<file path="config.mk">
export PLATFORM = sky130hd
export DESIGN_NAME = par_ser_hs
export DESIGN_NICKNAME = d
export VERILOG_FILES = /design/src/rtl/par_ser_hs.sv
export SDC_FILE = /design/constraint.sdc
export NUM_CORES = 1
export LEC_CHECK = 0
export CAP_MARGIN = 20
export CORE_UTILIZATION = 56
export CTS_CLUSTER_DIAMETER = 200
export DETAILED_ROUTE_END_ITERATION = 12
export GPL_TIMING_DRIVEN = 0
export HOLD_SLACK_MARGIN = 0.08
export PLACE_DENSITY = 0.82
export SLEW_MARGIN = 20
export SYNTH_ARGS = -nofsm -noshare
export SYNTH_HDL_FRONTEND = slang
export SYNTH_SLANG_ARGS = --single-unit
</file>
<file path="constraint.sdc">
create_clock -name reloj -period 4.58 [get_ports reloj]
set_clock_uncertainty 0.1 [all_clocks]
set_input_delay 0.916 -clock reloj [delete_from_list [all_inputs] [get_ports reloj]]
set_output_delay 0.916 -clock reloj [all_outputs]
set_load 0.02 [all_outputs]
</file>
<file path="src/rtl/par_ser_hs.sv">
// Parallel-to-serial link transmitter: valid/ready word intake, one-word holding
// buffer, selectable bit order, idle-word insertion or parked line when starved.
module par_ser_hs #(
  parameter int               WIDTH     = 10,
  parameter bit               MSB_FIRST = 1'b0,
  parameter bit               IDLE_EN   = 1'b1,
  parameter logic [WIDTH-1:0] IDLE_WORD = WIDTH'(10'b0011111010)
) (
  input  logic             reloj,
  input  logic             reset,
  input  logic             enable,
  input  logic [WIDTH-1:0] in_data,
  input  logic             in_valid,
  output logic             in_ready,
  output logic             out,
  output logic             out_frame,
  output logic             out_idle
);

  localparam int CW = $clog2(WIDTH);

  typedef enum logic {S_WAIT, S_SHIFT} state_t;

  state_t           state;
  logic [WIDTH-1:0] sh;
  logic [WIDTH-1:0] buf_word;
  logic [CW-1:0]    cont;
  logic [CW-1:0]    bit_idx;
  logic             buf_full;
  logic             is_idle;
  logic             load;
  logic             bypass;
  logic             fill;

  // A load edge starts a new word; in S_WAIT every enabled edge is one.
  assign in_ready = !buf_full;
  assign load     = enable && ((state == S_WAIT) || (cont == CW'(WIDTH - 1)));
  assign bypass   = load && !buf_full && in_valid;
  assign fill     = !bypass && in_valid && in_ready;

  // NOTE: sequential state uses non-blocking assignments so every register
  // samples the pre-edge values of the others, matching the hardware.
  always_ff @(posedge reloj) begin
    if (reset) begin
      state    <= S_WAIT;
      cont     <= '0;
      sh       <= '0;
      buf_full <= 1'b0;
      is_idle  <= 1'b0;
    end else begin
      if (load) begin
        cont <= '0;
        if (buf_full) begin
          sh       <= buf_word;
          buf_full <= 1'b0;
          is_idle  <= 1'b0;
          state    <= S_SHIFT;
        end else if (in_valid) begin
          sh      <= in_data;
          is_idle <= 1'b0;
          state   <= S_SHIFT;
        end else if (IDLE_EN) begin
          sh      <= IDLE_WORD;
          is_idle <= 1'b1;
          state   <= S_SHIFT;
        end else begin
          is_idle <= 1'b0;
          state   <= S_WAIT;
        end
      end else if (enable) begin
        cont <= cont + CW'(1);
      end
      // Intake ignores enable; it only sets the flag when the buffer is empty,
      // so it never collides with the clear above.
      if (fill) buf_full <= 1'b1;
    end
  end

  // NOTE: the buffer payload has no reset; it is only ever read while
  // buf_full says it holds a word, and buf_full itself is reset.
  always_ff @(posedge reloj) begin
    if (fill) buf_word <= in_data;
  end

  assign bit_idx   = MSB_FIRST ? (CW'(WIDTH - 1) - cont) : cont;
  assign out       = (state == S_SHIFT) && sh[bit_idx];
  assign out_frame = (state == S_SHIFT) && (cont == '0);
  assign out_idle  = (state == S_SHIFT) && is_idle;

endmodule

</file>
==> metrics.txt <==
status=finished, final reports clean; number of synthesis warnings=0; synth unique cells=32; # hold bufs at CTS=0; Final Hold Viols=0; Clock transition at path regs=0.13 ns; Vias per Instance=5.42; Startpoint Class=flop; Net Sw Power=0.105 mW; Final min period=3.16 ns; Port Buffers=16; share of cells above drive strength 1=0.110; Nets=145; gpl congestion=0.781; combinational power share=0.157; Worst setup EP type=primary output; n_diodes=0; Post-Syn Instances=107; leading area contributor after synthesis=dfxtp_1; Routed Antenna Nets=0; overall routing resource usage=0.199; drt drc=0; CTS tree=built; Req. time, crit path=3.56 ns; top post-synthesis cells by count=18 x nor2_1, 17 x dfxtp_1, 10 x edfxtp_1; Starting Density=0.604; Power Density=306 nW/um^2; RSZ-0062 raised after global routing=false; core area=2000 um^2; Seq cells post-synth=27; worst ir drop on vdd=0.242 mV; die area=2350 um^2; final slew viol count=0; async set-reset flop share out of synthesis=0; leak pwr=0.540 nW; Critical Path Slowest Stage Cell=clkdlybuf4s50_1; Bufs on Longest Clock Path=2; sw frac=0.239; mapped cell area=1210 um^2; num rows=16; Yosys top cell area share=0.282; CTS Root Cell=clkbuf_4; # IOs=18; DR WL/cell=13.4 um; Synth Flop Type=dfxtp_1; drt pass-1 iters=4; Layout area overhead=18.2%; WHS=0.377 ns; global-route wire length before repair=3550 um; Synth area leaders=dfxtp_1 28%, edfxtp_1 25%, nor2_1 5.6%, mux2i_1 5.0%, o221ai_1 3.6%; top-count cell post-synth=nor2_1; Fmax=316 MHz; worst skew pair latency=0.31 ns; P_int=0.333 mW; crit path cell chain=buf_2, mux4_2, nor2_1, o22ai_1, clkdlybuf4s50_1; Iter 0 DRT Violations=11; Total Neg Setup Slack=0 ns; HP Class=reg -> reg; initial antenna violation count=0; Post-Syn Nets=124; cell area after layout=1430 um^2; WS Path Type=reg -> out; clock sink count=27; Die Y=48.5 um; sequential power share=0.620; Crit path arrival time=2.15 ns; drt total wl=2070 um; Die Wd=48.5 um; via count of the first global-routing pass=826; largest net degree at the start of global routing=15; Rel. slew slack=0.491; sequential area share after synthesis=0.530; Final Setup Violations=0; Clk pwr share=0.223; syn_area_per_cell=11.3 um^2; DP Wirelength=1580 um; grt ovf=0; Fillers=159; Placed Area=1400 um^2; vias=834; Final period util=0.690; Worst Path Max Fanout=6; post-CTS sizing=0; H-tree depth=1; Worst-Margin Slew=0.761 ns; Max-Cap Viols=0; CTS buffer count=3; setup bufs post-CTS=0; CP peak stage delay=0.54 ns; Post-synth EDFFs=10
[worst max-delay path: cells and delay by family, from the launching register on]
family                 cells  cell delay [ns]
buffers and inverters      2             0.75
and+or+nand+nor            1             0.10
AOI/OAI and AO/OA          1             0.09
DFF                        1             0.39
muxes                      1             0.51
[power groups by stage]
stage               logic [mW]  registers [mW]  clock network [mW]
finish                  0.0687           0.272              0.0976
global placement        0.0672           0.276                   0
detailed placement      0.0687           0.277                   0
floorplan               0.0449           0.275                   0
CTS                     0.0692           0.272               0.101
global route            0.0755           0.273               0.110
[sequential cells by signal, indices dropped and copies added, names as in the netlist]
signal	cells
sh	10
is_idle	1
buf_full	1
buf_word	10
state	1
bit_idx	4
[layout make-up]
cell class	count	area [um^2]	share of cell area
buffer	8	57.6	0.0403
clock buffer	4	26.3	0.0184
inverter	3	11.3	0.00788
multi-input combinational	69	499	0.349
sequential	27	641	0.448
tap	27	33.8	0.0236
timing repair buffer	16	160	0.112
[cells by family after synthesis]
kind of cell,share of synthesized area
AO/OA/AOI/OAI,0.139
AND/OR/NAND/NOR,0.153
XOR/XNOR,0.0217
buffers and inverters,0.0569
multiplexers,0.0683
adder cells (fa/ha/maj),0.0311
flip-flops,0.530
[stage by stage]
stage / power [mW] / utilization / cells / setup WS, ns
global route: 0.459 / 0.714 / 154 / 1.32
CTS: 0.442 / 0.714 / 154 / 1.40
global placement: 0.343 / 0.701 / 150 / 1.80
floorplan: 0.320 / - / 107 / 2.19
detailed placement: 0.346 / 0.701 / 150 / 1.77
finish: 0.438 / 0.714 / 154 / 1.42
[layout by cell type, fill, tap and decap left out, types with 4 or more instances in the layout]
| cell | instances |
|---|---|
| clkdlybuf4s50_1 | 16 |
| mux2i_1 | 6 |
| a21oi_1 | 5 |
| dfxtp_1 | 17 |
| a22oi_1 | 4 |
| nor2_1 | 18 |
| nand2b_1 | 5 |
| o221ai_1 | 5 |
| edfxtp_1 | 10 |
[path summary, 6_finish.rpt]
path | endpoint | depth (start not counted) | slack (ns) | start
max | out | 5 | 1.42 | bit_idx[0]
min | sh[5] | 2 | 0.38 | sh[5]
max reg2reg | buf_word[9] | 7 | 2.38 | bit_idx[1]
min reg2reg | sh[5] | 2 | 0.38 | sh[5]
[metal layers]
layer | GRT usage | share of wire | vias up
met5 | 0 | 0 | -
met4 | 0.0931 | 0.018 | 0
met3 | 0.0409 | 0.034 | 4
met2 | 0.345 | 0.50 | 14
met1 | 0.236 | 0.45 | 391
li1 | - | - | 425
Power figures use the tool's default switching activity.
